**config.mk**
```make
export PLATFORM = sky130hd
export DESIGN_NAME = id_ex_stage_reg_flat
export DESIGN_NICKNAME = d
export VERILOG_FILES = /design/src/rtl/id_ex_stage_reg_if.sv /design/src/rtl/id_ex_stage_reg.sv /design/src/flat_wrapper.sv
export SDC_FILE = /design/constraint.sdc
export NUM_CORES = 1
export LEC_CHECK = 0
export BUFFER_PORTS_ARGS = -buffer_cell sky130_fd_sc_hd__buf_2
export CAP_MARGIN = 10
export CORE_MARGIN = 2
export CORE_UTILIZATION = 29
export DETAILED_ROUTE_END_ITERATION = 8
export MAX_ROUTING_LAYER = met4
export PLACE_DENSITY = 0.55
export RECOVER_POWER = 50
export SETUP_SLACK_MARGIN = 0.02
export SYNTH_ARGS = -nofsm -noshare
export SYNTH_HDL_FRONTEND = slang
export SYNTH_SLANG_ARGS = --single-unit
```
**constraint.sdc**
```tcl
create_clock -name clk -period 3 [get_ports clk]
set_input_delay 0.6 -clock clk [delete_from_list [all_inputs] [get_ports clk]]
set_output_delay 0.6 -clock clk [all_outputs]
set_load 0.02 [all_outputs]
```
**src/rtl/id_ex_stage_reg_if.sv**
```systemverilog
`default_nettype none
// ============================================================================
// Module      : id_ex_stage_reg_if
// Description : Bundle of ID-side inputs, WB bypass inputs, EX control
//               inputs and EX-side outputs of the ID/EX pipeline register.
// Revision    : 1.0 - initial release
// ============================================================================
interface id_ex_stage_reg_if #(
    parameter int DATA_W = 32,
    parameter int CNT_W  = 16
);
    // ID stage
    logic              id_valid;
    logic [4:0]        id_rs;
    logic [4:0]        id_rt;
    logic [4:0]        id_rd;
    logic [DATA_W-1:0] id_rd1;
    logic [DATA_W-1:0] id_rd2;
    logic [DATA_W-1:0] id_imm;
    logic [8:0]        id_ctrl;
    // WB write port (same signals that feed the register file)
    logic              wb_regwrite;
    logic [4:0]        wb_wn;
    logic [DATA_W-1:0] wb_wd;
    // Pipeline control
    logic              ex_flush;
    logic              ex_hold;
    // EX stage
    logic              hazard_stall;
    logic              ex_valid;
    logic [4:0]        ex_rs;
    logic [4:0]        ex_rt;
    logic [4:0]        ex_rd;
    logic [DATA_W-1:0] ex_a;
    logic [DATA_W-1:0] ex_b;
    logic [DATA_W-1:0] ex_imm;
    logic [8:0]        ex_ctrl;
    logic [CNT_W-1:0]  bubble_cnt;

    // Producer of ID/WB/control signals, consumer of EX outputs
    modport master (
        output id_valid, id_rs, id_rt, id_rd, id_rd1, id_rd2, id_imm, id_ctrl,
        output wb_regwrite, wb_wn, wb_wd, ex_flush, ex_hold,
        input  hazard_stall, ex_valid, ex_rs, ex_rt, ex_rd,
        input  ex_a, ex_b, ex_imm, ex_ctrl, bubble_cnt
    );

    // The pipeline register itself
    modport slave (
        input  id_valid, id_rs, id_rt, id_rd, id_rd1, id_rd2, id_imm, id_ctrl,
        input  wb_regwrite, wb_wn, wb_wd, ex_flush, ex_hold,
        output hazard_stall, ex_valid, ex_rs, ex_rt, ex_rd,
        output ex_a, ex_b, ex_imm, ex_ctrl, bubble_cnt
    );
endinterface
`default_nettype wire

```
**src/rtl/id_ex_stage_reg.sv**
```systemverilog
`default_nettype none
// ============================================================================
// Module      : id_ex_stage_reg
// Description : ID/EX pipeline register with same-cycle WB bypass, load-use
//               hazard detection/bubble insertion, flush, hold and a
//               saturating bubble counter.
// Revision    : 1.0 - initial release
// ============================================================================
module id_ex_stage_reg #(
    parameter int DATA_W = 32,
    parameter int CNT_W  = 16
) (
    input wire                clk,
    input wire                rst_n,
    id_ex_stage_reg_if.slave  bus
);

    localparam int               c_memread_bit = 2;
    localparam logic [CNT_W-1:0] c_cnt_one     = {{(CNT_W-1){1'b0}}, 1'b1};
    localparam logic [CNT_W-1:0] c_cnt_max     = {CNT_W{1'b1}};

    logic              ex_valid_q,   ex_valid_d;
    logic [4:0]        ex_rs_q,      ex_rs_d;
    logic [4:0]        ex_rt_q,      ex_rt_d;
    logic [4:0]        ex_rd_q,      ex_rd_d;
    logic [DATA_W-1:0] ex_a_q,       ex_a_d;
    logic [DATA_W-1:0] ex_b_q,       ex_b_d;
    logic [DATA_W-1:0] ex_imm_q,     ex_imm_d;
    logic [8:0]        ex_ctrl_q,    ex_ctrl_d;
    logic [CNT_W-1:0]  bubble_cnt_q, bubble_cnt_d;

    logic [DATA_W-1:0] w_a_in;
    logic [DATA_W-1:0] w_b_in;
    logic              w_hazard;

    // Bypass the WB write into the operands; the register file returns the
    // pre-write value in the same cycle. Register 0 is hard-wired to zero.
    always_comb begin
        w_a_in = bus.id_rd1;
        w_b_in = bus.id_rd2;
        if (bus.wb_regwrite && (bus.wb_wn != 5'd0) && (bus.wb_wn == bus.id_rs)) begin
            w_a_in = bus.wb_wd;
        end
        if (bus.wb_regwrite && (bus.wb_wn != 5'd0) && (bus.wb_wn == bus.id_rt)) begin
            w_b_in = bus.wb_wd;
        end
    end

    // Load-use detection against the load currently in EX; rt is compared
    // even if the ID instruction does not read it (conservative).
    always_comb begin
        w_hazard = bus.id_valid && ex_valid_q && ex_ctrl_q[c_memread_bit] &&
                   (ex_rt_q != 5'd0) &&
                   ((ex_rt_q == bus.id_rs) || (ex_rt_q == bus.id_rt));
    end

    // Next-state selection: flush > hold > bubble > load.
    always_comb begin
        ex_valid_d   = ex_valid_q;
        ex_rs_d      = ex_rs_q;
        ex_rt_d      = ex_rt_q;
        ex_rd_d      = ex_rd_q;
        ex_a_d       = ex_a_q;
        ex_b_d       = ex_b_q;
        ex_imm_d     = ex_imm_q;
        ex_ctrl_d    = ex_ctrl_q;
        bubble_cnt_d = bubble_cnt_q;
        if (bus.ex_flush) begin
            // Squash only: data fields keep their old values.
            ex_valid_d = 1'b0;
            ex_ctrl_d  = 9'd0;
        end else if (bus.ex_hold) begin
            // Everything frozen, including the counter.
        end else if (w_hazard) begin
            ex_valid_d = 1'b0;
            ex_ctrl_d  = 9'd0;
            if (bubble_cnt_q != c_cnt_max) begin
                bubble_cnt_d = bubble_cnt_q + c_cnt_one;
            end
        end else begin
            ex_valid_d = bus.id_valid;
            ex_ctrl_d  = bus.id_valid ? bus.id_ctrl : 9'd0;
            ex_rs_d    = bus.id_rs;
            ex_rt_d    = bus.id_rt;
            ex_rd_d    = bus.id_rd;
            ex_a_d     = w_a_in;
            ex_b_d     = w_b_in;
            ex_imm_d   = bus.id_imm;
        end
    end

    // EX-side state register with synchronous active-low reset.
    always_ff @(posedge clk) begin
        if (!rst_n) begin
            ex_valid_q   <= 1'b0;
            ex_rs_q      <= 5'd0;
            ex_rt_q      <= 5'd0;
            ex_rd_q      <= 5'd0;
            ex_a_q       <= '0;
            ex_b_q       <= '0;
            ex_imm_q     <= '0;
            ex_ctrl_q    <= 9'd0;
            bubble_cnt_q <= '0;
        end else begin
            ex_valid_q   <= ex_valid_d;
            ex_rs_q      <= ex_rs_d;
            ex_rt_q      <= ex_rt_d;
            ex_rd_q      <= ex_rd_d;
            ex_a_q       <= ex_a_d;
            ex_b_q       <= ex_b_d;
            ex_imm_q     <= ex_imm_d;
            ex_ctrl_q    <= ex_ctrl_d;
            bubble_cnt_q <= bubble_cnt_d;
        end
    end

    assign bus.hazard_stall = w_hazard;
    assign bus.ex_valid     = ex_valid_q;
    assign bus.ex_rs        = ex_rs_q;
    assign bus.ex_rt        = ex_rt_q;
    assign bus.ex_rd        = ex_rd_q;
    assign bus.ex_a         = ex_a_q;
    assign bus.ex_b         = ex_b_q;
    assign bus.ex_imm       = ex_imm_q;
    assign bus.ex_ctrl      = ex_ctrl_q;
    assign bus.bubble_cnt   = bubble_cnt_q;

endmodule
`default_nettype wire

```
**src/flat_wrapper.sv**
```systemverilog
// flat-port wrapper written by rule: the top's interface ports become plain ports
module id_ex_stage_reg_flat 
#(
    parameter int DATA_W = 32,
    parameter int CNT_W  = 16
)
  (clk, rst_n, bus_id_valid, bus_id_rs, bus_id_rt, bus_id_rd, bus_id_rd1, bus_id_rd2, bus_id_imm, bus_id_ctrl, bus_wb_regwrite, bus_wb_wn, bus_wb_wd, bus_ex_flush, bus_ex_hold, bus_hazard_stall, bus_ex_valid, bus_ex_rs, bus_ex_rt, bus_ex_rd, bus_ex_a, bus_ex_b, bus_ex_imm, bus_ex_ctrl, bus_bubble_cnt);
  id_ex_stage_reg_if #(.DATA_W(DATA_W), .CNT_W(CNT_W)) bus_i ();
  input wire clk;
  input wire rst_n;
  input wire logic [$bits(bus_i.id_valid)-1:0] bus_id_valid;
  input wire logic [$bits(bus_i.id_rs)-1:0] bus_id_rs;
  input wire logic [$bits(bus_i.id_rt)-1:0] bus_id_rt;
  input wire logic [$bits(bus_i.id_rd)-1:0] bus_id_rd;
  input wire logic [$bits(bus_i.id_rd1)-1:0] bus_id_rd1;
  input wire logic [$bits(bus_i.id_rd2)-1:0] bus_id_rd2;
  input wire logic [$bits(bus_i.id_imm)-1:0] bus_id_imm;
  input wire logic [$bits(bus_i.id_ctrl)-1:0] bus_id_ctrl;
  input wire logic [$bits(bus_i.wb_regwrite)-1:0] bus_wb_regwrite;
  input wire logic [$bits(bus_i.wb_wn)-1:0] bus_wb_wn;
  input wire logic [$bits(bus_i.wb_wd)-1:0] bus_wb_wd;
  input wire logic [$bits(bus_i.ex_flush)-1:0] bus_ex_flush;
  input wire logic [$bits(bus_i.ex_hold)-1:0] bus_ex_hold;
  output wire logic [$bits(bus_i.hazard_stall)-1:0] bus_hazard_stall;
  output wire logic [$bits(bus_i.ex_valid)-1:0] bus_ex_valid;
  output wire logic [$bits(bus_i.ex_rs)-1:0] bus_ex_rs;
  output wire logic [$bits(bus_i.ex_rt)-1:0] bus_ex_rt;
  output wire logic [$bits(bus_i.ex_rd)-1:0] bus_ex_rd;
  output wire logic [$bits(bus_i.ex_a)-1:0] bus_ex_a;
  output wire logic [$bits(bus_i.ex_b)-1:0] bus_ex_b;
  output wire logic [$bits(bus_i.ex_imm)-1:0] bus_ex_imm;
  output wire logic [$bits(bus_i.ex_ctrl)-1:0] bus_ex_ctrl;
  output wire logic [$bits(bus_i.bubble_cnt)-1:0] bus_bubble_cnt;
  assign bus_i.id_valid = bus_id_valid;
  assign bus_i.id_rs = bus_id_rs;
  assign bus_i.id_rt = bus_id_rt;
  assign bus_i.id_rd = bus_id_rd;
  assign bus_i.id_rd1 = bus_id_rd1;
  assign bus_i.id_rd2 = bus_id_rd2;
  assign bus_i.id_imm = bus_id_imm;
  assign bus_i.id_ctrl = bus_id_ctrl;
  assign bus_i.wb_regwrite = bus_wb_regwrite;
  assign bus_i.wb_wn = bus_wb_wn;
  assign bus_i.wb_wd = bus_wb_wd;
  assign bus_i.ex_flush = bus_ex_flush;
  assign bus_i.ex_hold = bus_ex_hold;
  assign bus_hazard_stall = bus_i.hazard_stall;
  assign bus_ex_valid = bus_i.ex_valid;
  assign bus_ex_rs = bus_i.ex_rs;
  assign bus_ex_rt = bus_i.ex_rt;
  assign bus_ex_rd = bus_i.ex_rd;
  assign bus_ex_a = bus_i.ex_a;
  assign bus_ex_b = bus_i.ex_b;
  assign bus_ex_imm = bus_i.ex_imm;
  assign bus_ex_ctrl = bus_i.ex_ctrl;
  assign bus_bubble_cnt = bus_i.bubble_cnt;
  id_ex_stage_reg #(.DATA_W(DATA_W), .CNT_W(CNT_W)) u_core (.clk(clk), .rst_n(rst_n), .bus(bus_i));
endmodule
```
After elaboration in Yosys (flattened, before gate mapping)
Cells that the tools add are included.
- register bits: 137
- bits in latches: 0
- bits in writable memories: 0
- ROM bits: 0
- output and inout bits: 138
- memories kept: 0
- add/subtract/negate cells: 1
- multiply operators: 0
- div/mod/pow operators: 0
- $lt $le $gt $ge: 0
- eq/ne operators: 5
- shifts and indexed selects: 0
- multiplexer cells: 5
- bitwise operators: 4
- reductions and logical operators: 13
- operators with widths (kind ; count):
    $mux 32 ; 2
    $eq 5x5->1 ; 4
    $mux 9 ; 2
    $add 16x1->16 const B ; 1
    $ne 16x16->1 const B ; 1
    $reduce_bool 5->1 ; 2
    $logic_and 1x1->1 ; 7
    $not 1->1 ; 4
    $reduce_and 4->1 ; 1
    $reduce_and 3->1 ; 1
    $reduce_or 2->1 ; 1
    $logic_or 1x1->1 ; 1
    $mux 1 ; 1

Logic depth before layout (Yosys ltp)
Gate-level depths: netlist of the first run.
- depth in word-level cells: 6
- depth in mapped cells: 8
- mapped depth without buffers: 6

Worst setup path after synthesis of the first run
OpenSTA, ideal clock, no wires.
- kind: input to output
- start point: input bus_id_rs[4]
- end point: output bus_hazard_stall
- arrival time: 1.699 ns
- data required time: 2.400 ns
- setup slack: 0.701 ns
- cell stages on the path: 6
- buffers on the path: 1
- cells stage by stage: xor2_1 nor3_2 a22oi_2 or2_2 buf_2 inv_1
- longest elaborated chain between the ends: 3
- RTL lines (what ; RTL line ; source):
    from (decl) ; flat_wrapper.sv:12 ; input wire logic [$bits(bus_i.id_rs)-1:0] bus_id_rs;
    $eq 5x5->1 ; id_ex_stage_reg.sv:54 ; ((ex_rt_q == bus.id_rs) || (ex_rt_q == bus.id_rt));
    $logic_or 1x1->1 ; id_ex_stage_reg.sv:54 ;
    $logic_and 1x1->1 ; id_ex_stage_reg.sv:53 ; (ex_rt_q != 5'd0) &&
    to (decl) ; flat_wrapper.sv:24 ; output wire logic [$bits(bus_i.hazard_stall)-1:0] bus_hazard_stall;
Every way passes these cells.

Final worst setup path of the first run
- start point: register u_core.ex_rt_q[0] (netlist: u_core.bus.ex_rt[0])
- end point: output bus_hazard_stall
- longest elaborated chain between the ends: 3
- elaborated cells between the ends (all ways): 6
- RTL lines (what ; RTL line ; source):
    from (decl) ; id_ex_stage_reg.sv:24 ; logic [4:0] ex_rt_q, ex_rt_d;
    from (signal assigned) ; id_ex_stage_reg.sv:107 ; ex_rt_q <= ex_rt_d;
    $eq 5x5->1 / $reduce_bool 5->1 (equally long branches) ; id_ex_stage_reg.sv:54, id_ex_stage_reg.sv:53 ;
    $logic_or 1x1->1 / $logic_and 1x1->1 (equally long branches) ; id_ex_stage_reg.sv:54, id_ex_stage_reg.sv:52 ;
    $logic_and 1x1->1 * ; id_ex_stage_reg.sv:53 ;
Mark *: on every way between the ends. The rest lies on a longest branch, timed or not.

==> results of run 1 <==
==> cells in the mapped netlist, drive strengths merged <==
master / n / area [sq um]
a211oi: 64 / 675.7
a21oi: 56 / 280.3
a22oi: 2 / 20.02
a32oi: 9 / 78.83
and2: 1 / 7.510
and3: 2 / 13.77
and4: 1 / 10.01
buf: 30 / 227.7
clkbuf: 19 / 81.32
dfxtp: 137 / 2743
dlygate4sd1: 1 / 8.760
ha: 1 / 12.51
inv: 5 / 18.76
mux2i: 67 / 670.6
nand2: 102 / 382.9
nand2b: 3 / 18.77
nand3: 9 / 45.04
nand3b: 1 / 7.510
nand4: 2 / 12.51
nor2: 82 / 307.8
nor2b: 1 / 6.260
nor3: 4 / 30.03
nor4: 5 / 43.79
nor4b: 1 / 8.760
o2111ai: 1 / 15.01
o21a: 1 / 8.760
o21ai: 9 / 45.04
o31ai: 2 / 15.01
o41ai: 1 / 16.27
or2: 1 / 6.260
or3: 8 / 55.05
or4: 3 / 22.52
xnor2: 9 / 78.83
xor2: 15 / 131.4
==> cell usage in the layout (no fill, tap or decap), types with 8 or more instances in the layout <==
| cell type | synthesis | layout |
|---|---|---|
| a211oi_1 | 25 | 25 |
| a211oi_2 | 39 | 39 |
| a21oi_1 | 56 | 56 |
| a32oi_1 | 9 | 9 |
| buf_12 | 0 | 8 |
| buf_2 | 11 | 163 |
| buf_4 | 9 | 8 |
| clkbuf_1 | 18 | 139 |
| clkbuf_16 | 0 | 17 |
| dfxtp_1 | 137 | 137 |
| mux2i_1 | 67 | 67 |
| nand2_1 | 102 | 102 |
| nand3_1 | 9 | 9 |
| nor2_1 | 82 | 82 |
| xnor2_1 | 9 | 9 |
| xor2_1 | 15 | 15 |
==> layout make-up <==
| cell class | instances | area [sq um] | area share (%) |
|---|---|---|---|
| Multi-Input combinational cell | 463 | 3073 | 36.88 |
| Inverter | 5 | 21.27 | 0.2553 |
| Clock inverter | 13 | 167.7 | 2.012 |
| Sequential cell | 137 | 2743 | 32.92 |
| Timing Repair Buffer | 316 | 1550 | 18.61 |
| Clock buffer | 19 | 432.9 | 5.196 |
| Tap cell | 275 | 344.1 | 4.130 |
==> what timing repair did <==
action / in CTS / in global routing
setup buffers: 0 / 0
endpoints found under the setup margin: 0 / 1
resized for setup: 0 / 1
hold endpoints to repair: 0 / 0
==> stage by stage <==
stage / std cells / hold WS, ns / instance area (sq um) / setup WS (ns) / utilization, %
2_1_floorplan: 655 / 0.5333 / 6106 / 0.7009 / -
3_3_place_gp: 1196 / 0.4383 / 7891 / 0.4107 / 37.90
3_5_place_dp: 1196 / 0.4435 / 7891 / 0.3243 / 37.90
4_1_cts: 1228 / 0.3927 / 8492 / 0.07024 / 40.78
5_1_grt: 1228 / 0.4042 / 8332 / 0.05494 / 40.01
6_report: 1228 / 0.4162 / 8332 / 0.1590 / 40.01
==> power by group through the flow <==
stage          combinational (mW)  clock, mW  sequential, mW
2_1_floorplan               0.287          0            2.10
3_3_place_gp                0.684          0            2.00
3_5_place_dp                0.687          0            2.00
4_1_cts                     0.688       2.23            1.96
5_1_grt                     0.718       2.31            1.97
6_report                    0.656       2.17            1.96
==> critical path, stage by stage, from the launching register on <==
cell and delay, ns:
dfxtp_1 0.37, or4_1 0.61, o2111ai_4 0.34, or2_2 0.30, inv_1 0.06, buf_2 0.15
==> sequential cells by signal, indices dropped and copies added (netlist names) <==
register	flops
u_core.bus.ex_b	32
u_core.bus.ex_valid	1
u_core.bus.ex_rd	5
u_core.bus.ex_a	32
u_core.bus.ex_rs	5
u_core.bus.ex_rt	5
u_core.bus.ex_ctrl	9
u_core.bus.bubble_cnt	16
u_core.bus.ex_imm	32
==> worst max-delay path by stage <==
stage | slack, ns | to | start
6_report | 0.16 | bus_hazard_stall | u_core.bus.ex_rt[0]
5_1_grt | 0.05 | bus_hazard_stall | u_core.bus.ex_rt[0]
4_1_cts | 0.07 | bus_hazard_stall | u_core.bus.ex_rt[0]
3_5_place_dp | 0.32 | u_core.bus.ex_a[8] | bus_wb_wn[1]
3_3_place_gp | 0.41 | u_core.bus.ex_a[0] | bus_wb_wn[1]
2_1_floorplan | 0.70 | bus_hazard_stall | bus_id_rs[4]
==> cells by family (layout without fill, tap and decap cells) <==
logic type | count (synthesis) | after routing | share of synthesized area, %
buffers and inverters | 55 | 353 | 5.512
XOR/XNOR | 24 | 24 | 3.443
AO/OA/AOI/OAI | 145 | 145 | 18.91
multiplexers | 67 | 67 | 10.98
AND/OR/NAND/NOR | 226 | 226 | 16.02
adder cells (fa/ha/maj) | 1 | 1 | 0.2049
flip-flops | 137 | 137 | 44.92
==> per-layer routing <==
| metal | track usage [%] | up-vias |
|---|---|---|
| met5 | - | - |
| met4 | 6.048 | 0 |
| met3 | 4.220 | 27 |
| met2 | 27.12 | 209 |
| met1 | 20.75 | 2575 |
| li1 | - | 2865 |
==> run summary, run 1 <==
Status: completed
Leakage power: 3.045 nW
Ratio of cells with drive above 1 in the final layout: 27.60%
Hold path endpoint: u_core.bus.ex_imm[13]
Starting Density: 29.32%
Buffers on Ports: 300
Synth Cell Area: 6106 sq um
Remaining Overflow, GRT: 0
WL/cell: 15.25 um
Max-cap viol count: 0
Int Pwr: 3.476 mW
R2r endpoint: u_core.bus.ex_a[8]
Fin nets: 1104
Crit path DAT: 2.24 ns
Via density: 4.622
Routed vias: 5676
DRT Wirelength: 18.73 mm
# setup viols final: 0
Post-DRT Antenna Nets: 0
CTS tree: yes
# hold bufs at CTS: 0
Largest net degree at the start of global routing: 67
Final Max Slew Viols: 0
NetSw: 1.315 mW
Top Layer Used: met4
Io pins: 301
First-pass GRT wire length: 28.77 mm
Fin crit period: 2.841 ns
Mapped Avg Cell Area: 9.322 sq um
Max H-tree Level: 4
Mapped Nets: 819
Worst hold stages: 3
FILL cells: 2181
# clock sinks: 137
Final Hold Vio Count: 0
Period utilisation layout: 94.70%
Met2 routed WL: 8.862 mm
IR drop worst, VDD: 349.6 uV
Met1 WL: 8.218 mm
Register area share after synthesis: 44.92%
Area growth, synth to finish: 36.45%
GR Util All Layers: 16.93%
Sequential Power Share: 40.9%
Worst slew pin tran: 0.7381 ns
Die Area: 22230 sq um
Met3 WL post-DR: 1.288 mm
Reg2reg path depth: 6
Hold crit path type: input pin to flip-flop
Clk pwr share: 45.4%
Placement row count: 53
Startpoint types: flip-flop
R2r startpoint: u_core.bus.ex_rt[0]
WP data required: 2.40 ns
Switching Fraction: 27.44%
Root buf cell: clkbuf_16
Critical path class: flip-flop to output port
Combinational Power Share: 13.7%
Post-DP HPWL: 13.67 mm
Post-route setup TNS: 0 ns
Die Ht: 149.1 um
Highest clock rate: 0.3520 GHz
PwrDens: 575.0 nW/um^2
CP max FO: 11
Post-synthesis cell type count: 46
Clk_skew: 0.01844 ns
Pre-antenna DRT Iters: 4
R2r setup slk: 0.55 ns
Deepest clock path buffer count: 2
Vias in the first global route: 5428
RSZ-0062 raised after global routing: false
Synth warn: 0
Core area: 20820 sq um
Die W: 149.1 um
Worst slew margin: 50.80%
Gpl congestion: 0.8234
Number of DRC markers in iteration 0: 162
Number of diodes: 0
Hold path start: bus_id_imm[13]
FF+latch count, synth: 137
Clock Latency Late Sink: 0.42 ns
Initial antenna violation count: 0
DRC viols: 0
TritonCTS buffer count: 17
CP Capture Type: output port
CTS clk-pin slew, worst paths: 0.06 ns
Final total power: 4.791 mW
Post-Synthesis Cells: 655
Power figures use the tool's default switching activity.
==> run 2, diff against run 1 <==
--- a/config.mk
+++ b/config.mk
@@ -7,11 +7,11 @@
 export LEC_CHECK = 0
 export BUFFER_PORTS_ARGS = -buffer_cell sky130_fd_sc_hd__buf_2
 export CAP_MARGIN = 10
-export CORE_MARGIN = 2
-export CORE_UTILIZATION = 29
+export CORE_AREA = 2 2 117 119
 export DETAILED_ROUTE_END_ITERATION = 8
+export DIE_AREA = 0 0 119 121
 export MAX_ROUTING_LAYER = met4
-export PLACE_DENSITY = 0.55
+export PLACE_DENSITY = 0.81
 export RECOVER_POWER = 50
 export SETUP_SLACK_MARGIN = 0.02
 export SYNTH_ARGS = -nofsm -noshare
==> run 2 against run 1 <==
  * Clock skew down 0.0055 ns
  * Sequential power about the same
  * Clock-buffer cell count down 1
  * Combinational power down 3%
  * Via count up 2.0%
  * Die area down 35%
  * Clock power up 5%
==> run summary, run 2 (same netlist as run 1, synthesis figures left out) <==
Status: completed
Crit path setup slack, layout: 0.1479 ns (-0.01102 ns)
Via density: 5.152 (+11%)
Postcts setup bufs: 0 (unchanged)
Gpl congestion: 0.8232 (about the same)
Leakage power: 3.014 nW (-1.0%)
R2r setup slk: 0.59 ns (+0.04 ns)
CP Capture Type: output port
Final Max Slew Viols: 0 (unchanged)
# setup viols final: 0 (unchanged)
RSZ-0062 raised after global routing: false
Hold crit path type: input pin to flip-flop
Remaining Overflow, GRT: 0 (unchanged)
Initial antenna violation count: 2 (+2)
Post-route setup TNS: 0 ns (unchanged)
CTS tree: yes
DRT Wirelength: 17.64 mm (-5.8%)
Buffers on Ports: 300 (unchanged)
DRC viols: 0 (unchanged)
# hold bufs at CTS: 0 (unchanged)
Deepest clock path buffer count: 2 (unchanged)
Post-Place Cells: 1090 (-8.9%)
Routed vias: 5791 (+2.0%)
Period utilisation layout: 95.07% (+0.37 points)
Startpoint types: flip-flop
TritonCTS buffer count: 17 (unchanged)
Max-cap viol count: 0 (unchanged)
Area growth, synth to finish: 33.32%
Starting Density: 46.66% (+17 points)
Fin nets: 1097 (-0.63%)
FILL cells: 1182 (-46%)
Post-Layout Cell Count: 1124 (-8.5%)
Max H-tree Level: 4 (unchanged)
Ratio of cells with drive above 1 in the final layout: 27.27% (-0.32 points)
Io pins: 301 (unchanged)
Pre-antenna DRT Iters: 4 (unchanged)
# clock sinks: 137 (unchanged)
Die W: 119 um (-20%)
Die Area: 14400 sq um (-35%)
CP max FO: 11 (unchanged)
Critical path class: flip-flop to output port
Root buf cell: clkbuf_16
Most frequent cells in the layout: 163 x buf_2, 137 x clkbuf_1, 137 x dfxtp_1, 102 x nand2_1, 82 x nor2_1
Clock Latency Late Sink: 0.41 ns (about the same)
GR Util All Layers: 24.48% (+7.6 points)
Placement row count: 42 (-21%)
Fin crit period: 2.852 ns (+0.01102 ns)
First-pass GRT wire length: 27.11 mm (-5.8%)
Final Hold Slack: 0.4272 ns (+0.01091 ns)
CTS clk-pin slew, worst paths: 0.06 ns (about the same)
Worst slew pin tran: 0.6435 ns (-0.09458 ns)
Pre-CTS WS: 0.3465 ns (+0.02225 ns)
Crit path DAT: 2.25 ns (about the same)
Largest net degree at the start of global routing: 90 (+34%)
Post-DP HPWL: 12.82 mm (-6.2%)
WL/cell: 15.69 um (+2.9%)
Highest clock rate: 0.3506 GHz (-0.39%)
Final total power: 4.866 mW (+1.6%)
IR drop worst, VDD: 301.3 uV (-14%)
Final Hold Vio Count: 0 (unchanged)
Core area: 13090 sq um (-37%)
Clk_skew: 0.01292 ns (-0.005521 ns)
Vias in the first global route: 5462 (+0.63%)
Post-DRT Antenna Nets: 0 (unchanged)
Die Ht: 121 um (-19%)
PwrDens: 597.8 nW/um^2 (+4.0%)
Post-CTS sizing: 0 (unchanged)
Most common cell after layout, fill and taps aside: buf_2
Worst slew margin: 57.01% (+6.2 points)
WP data required: 2.40 ns (about the same)
Number of DRC markers in iteration 0: 372 (+130%)
run 2: cell types whose count changed in the layout (fill, tap and decap cells not counted), moves of 2 or more:
cell | previous run | this run
inv_6 | 3 | 6
buf_4 | 8 | 6
diode_2 | 0 | 2
clkbuf_1 | 139 | 137
clkinv_4 | 3 | 0
buf_12 | 8 | 3
run 2: layout make-up:
cell class | count | area, sq um | area share [%]
Multi-Input combinational cell | 463 | 3073 | 37.75
Sequential cell | 137 | 2743 | 33.69
Tap cell | 176 | 220.2 | 2.705
Clock inverter | 14 | 203.9 | 2.505
Inverter | 5 | 21.27 | 0.2613
Clock buffer | 18 | 439.2 | 5.395
Antenna cell | 2 | 5.005 | 0.06148
Timing Repair Buffer | 309 | 1435 | 17.63
run 2: worst paths after layout:
check	startpoint	end	cells after the start
setup / recovery	u_core.bus.ex_rt[1]	bus_hazard_stall	5
hold / removal	bus_id_imm[8]	u_core.bus.ex_imm[8]	3
setup reg to reg	u_core.bus.ex_rt[1]	u_core.bus.ex_a[6]	6
hold reg to reg	u_core.bus.ex_imm[7]	u_core.bus.ex_imm[7]	2
run 2: critical path, stage by stage (launching register included):
cell       delay (ns)
dfxtp_1          0.38
or4_1            0.61
o2111ai_4        0.35
or2_2            0.30
inv_1            0.05
buf_2            0.15
run 2: layer usage:
layer / share of wire (%) / vias up / track usage (%)
met5: 0 / - / -
met2: 50 / 252 / 41.56
met3: 6.6 / 30 / 5.357
met1: 41 / 2659 / 28.04
li1: - / 2850 / -
met4: 2.4 / 0 / 10.42
run 2: report_power, final:
part | leakage (nW) | switching, mW | internal [mW]
Sequential | 1.12 | 0.0519 | 1.91
Clock | 0.311 | 0.832 | 1.43
Combinational | 1.58 | 0.402 | 0.237
run 2: through the flow:
stage	util, %	area (sq um)
2_1_floorplan	-	6106
3_3_place_gp	58.48	7652
3_5_place_dp	58.48	7652
4_1_cts	63.40	8295
5_1_grt	62.21	8140
6_report	62.21	8140
==> run 3, diff against run 2 <==
--- a/config.mk
+++ b/config.mk
@@ -8,8 +8,10 @@
 export BUFFER_PORTS_ARGS = -buffer_cell sky130_fd_sc_hd__buf_2
 export CAP_MARGIN = 10
 export CORE_AREA = 2 2 117 119
+export CTS_CLUSTER_DIAMETER = 60
 export DETAILED_ROUTE_END_ITERATION = 8
 export DIE_AREA = 0 0 119 121
+export GPL_TIMING_DRIVEN = 0
 export MAX_ROUTING_LAYER = met4
 export PLACE_DENSITY = 0.81
 export RECOVER_POWER = 50
==> run 3 against run 2 <==
  * Clock skew shrank 0.0064 ns
  * Wire length grew 10%
  * Sequential share of layout area shrank 0.44 points
  * Hold slack lost 0.0029 ns
  * Clock-buffer cell count grew 5
  * Core utilization grew 0.83 points
  * Final cell count grew 3.6%
  * Register-to-register slack lost 0.03 ns
  * Clock power shrank 8.8%
  * Cell area grew 1.3%
  * Highest routed layer unchanged
==> run summary, run 3 (same netlist as run 1, synthesis figures left out) <==
Status: completed
Critical path class: flip-flop to output port
Post-DP HPWL: 14.83 mm (+16%)
DRT Wirelength: 19.48 mm (+10%)
Register area: 2743 sq um (unchanged)
CP max FO: 10 (-1)
WP data required: 2.40 ns (about the same)
# setup viols final: 0 (unchanged)
Cell Chain, Critical Path: or4_1, o2111ai_4, or2_2, buf_2, inv_1, buf_2
Combinational Power Share: 14.1% (+1.0 points)
Core area: 13090 sq um (unchanged)
Fin nets: 1137 (+3.6%)
Vias in the first global route: 5943 (+8.8%)
Gpl congestion: 0.8669 (+5.3%)
Final Hold Vio Count: 0 (unchanged)
NetSw: 1.217 mW (-5.3%)
R2r setup slk: 0.56 ns (-0.03 ns)
Routed vias: 6060 (+4.6%)
Io pins: 301 (unchanged)
Area of the multi-input gates: 3038 sq um (-1.1%)
Most frequent cells in the layout: 173 x buf_2, 160 x clkbuf_1, 137 x dfxtp_1, 102 x nand2_1, 82 x nor2_1
Most used cell, CP: buf_2
Deepest clock path buffer count: 2 (unchanged)
Leakage power: 3.103 nW (+2.9%)
WL/cell: 16.74 um (+6.7%)
Slowest CP cell: or4_1
Worst hold stages: 3 (unchanged)
Max-cap viol count: 0 (unchanged)
Number of DRC markers in iteration 0: 315 (-15%)
Ratio of cells with drive above 1 in the final layout: 27.51% (+0.24 points)
Starting Density: 46.66% (unchanged)
Switching Fraction: 25.92% (-0.50 points)
Int Pwr: 3.479 mW (-2.8%)
Final total power: 4.696 mW (-3.5%)
Remaining Overflow, GRT: 0 (unchanged)
Startpoint types: flip-flop
Worst slew pin tran: 0.9120 ns (+0.2685 ns)
CTS tree: yes
CP Capture Type: output port
IR drop worst, VDD: 316.8 uV (+5.1%)
Post-route setup TNS: 0 ns (unchanged)
# clock sinks: 137 (unchanged)
Crit path DAT: 2.28 ns (+0.03 ns)
Placement row count: 42 (unchanged)
Clk pwr share: 44.1% (-2.5 points)
Die Ht: 121 um (unchanged)
GR Util All Layers: 27.29% (+2.8 points)
Die W: 119 um (unchanged)
Root buf cell: clkbuf_16
Clock Latency Late Sink: 0.41 ns (about the same)
TritonCTS buffer count: 17 (unchanged)
Worst slew margin: 38.70% (-18 points)
Hold crit path type: input pin to flip-flop
Final Hold Slack: 0.4243 ns (-0.002899 ns)
Initial antenna violation count: 3 (+1)
Clk_skew: 0.006523 ns (-0.006394 ns)
Via density: 5.206 (+1.0%)
Reg2reg path depth: 8 (+2)
R2r endpoint: u_core.bus.ex_rt[2]
Hold path endpoint: u_core.bus.ex_imm[16]
RSZ-0062 raised after global routing: false
DRC viols: 0 (unchanged)
Max H-tree Level: 4 (unchanged)
Area growth, synth to finish: 35.10%
Largest net degree at the start of global routing: 17 (-81%)
Post-Layout Cell Count: 1164 (+3.6%)
Highest clock rate: 0.3475 GHz (-0.89%)
Final Max Slew Viols: 0 (unchanged)
First-pass GRT wire length: 30.06 mm (+11%)
Pre-antenna DRT Iters: 5 (+1)
Buffers on Ports: 299 (-0.33%)
Die Area: 14400 sq um (unchanged)
Post-DRT Antenna Nets: 0 (unchanged)
Period utilisation layout: 95.93% (+0.86 points)
Critical Path Max Stage Delay: 0.61 ns (about the same)
PwrDens: 569.3 nW/um^2 (-4.8%)
Hold path start: bus_id_imm[16]
Post-Place Cells: 1130 (+3.7%)
Sequential Power Share: 41.8% (+1.5 points)
FILL cells: 1221 (+3.3%)
Postcts setup bufs: 0 (unchanged)
Most common cell after layout, fill and taps aside: buf_2
R2r startpoint: u_core.bus.ex_rt[4]
CTS clk-pin slew, worst paths: 0.06 ns (about the same)
Fin crit period: 2.878 ns (+0.02575 ns)
## run 3: cell count changes in the layout (fill, tap and decap cells not counted), sizes merged
| cell | previous run | this run |
|---|---|---|
| clkinv | 1 | 4 |
| inv | 12 | 5 |
| dlygate4sd1 | 0 | 1 |
| clkbuf | 155 | 179 |
| clkinvlp | 2 | 1 |
| diode | 2 | 3 |
| bufinv | 4 | 3 |
| buf | 172 | 192 |
## run 3: layer usage
| metal | up-vias | GRT usage (%) | part of all wire (%) |
|---|---|---|---|
| met4 | 0 | 10.94 | 2.9 |
| met2 | 255 | 47.92 | 51 |
| met1 | 2813 | 30.21 | 40 |
| li1 | 2943 | - | - |
| met5 | - | - | 0 |
| met3 | 49 | 5.968 | 6.5 |
## run 3: critical path, delay by kind of cell (launching register included)
kind | cells | cell delay [ns]
compound gates | 1 | 0.31
buf+inv | 3 | 0.40
flops | 1 | 0.37
simple gates | 2 | 0.79
## run 3: final cells by class
type | instances | area share (%)
buffer | 50 | 3.853
tap | 176 | 2.669
multi-input combinational | 463 | 36.83
inverter | 5 | 0.2275
timing repair buffer | 299 | 16.06
clock buffer | 23 | 5.551
clock inverter | 8 | 1.471
antenna | 3 | 0.09101
sequential | 137 | 33.25
## run 3: worst max-delay path by stage
stage / startpoint / end / depth (start not counted)
after global placement: bus_wb_wn[3] / u_core.bus.ex_b[30] / 7
after global routing: u_core.bus.ex_rt[0] / bus_hazard_stall / 6
after CTS: u_core.bus.ex_rt[0] / bus_hazard_stall / 6
after detailed placement: bus_wb_wn[3] / u_core.bus.ex_b[30] / 7
final: u_core.bus.ex_rt[0] / bus_hazard_stall / 6
after floorplan: bus_id_rs[4] / bus_hazard_stall / 6
## run 3: through the flow
step	utilization, %	instance area [sq um]	worst slack (ns)
after floorplan	-	6106	0.7009
after global placement	59.78	7823	0.2044
after detailed placement	59.78	7823	0.1825
after CTS	64.21	8402	0.07944
after global routing	63.04	8249	0.02815
final	63.04	8249	0.1222
## run 3: power groups by stage
stage          registers, mW  clock network, mW  logic (mW)
2_1_floorplan           2.10                  0       0.287
3_3_place_gp            1.99                  0       0.675
3_5_place_dp            2.00                  0       0.687
4_1_cts                 1.96               2.10       0.689
5_1_grt                 1.97               2.19       0.722
6_report                1.96               2.07       0.663
## run 3: what timing repair did
action,CTS,global route
hold buffers,0,0
resized for setup,0,1
hold endpoints to repair,0,0
endpoints found under the setup margin,0,1
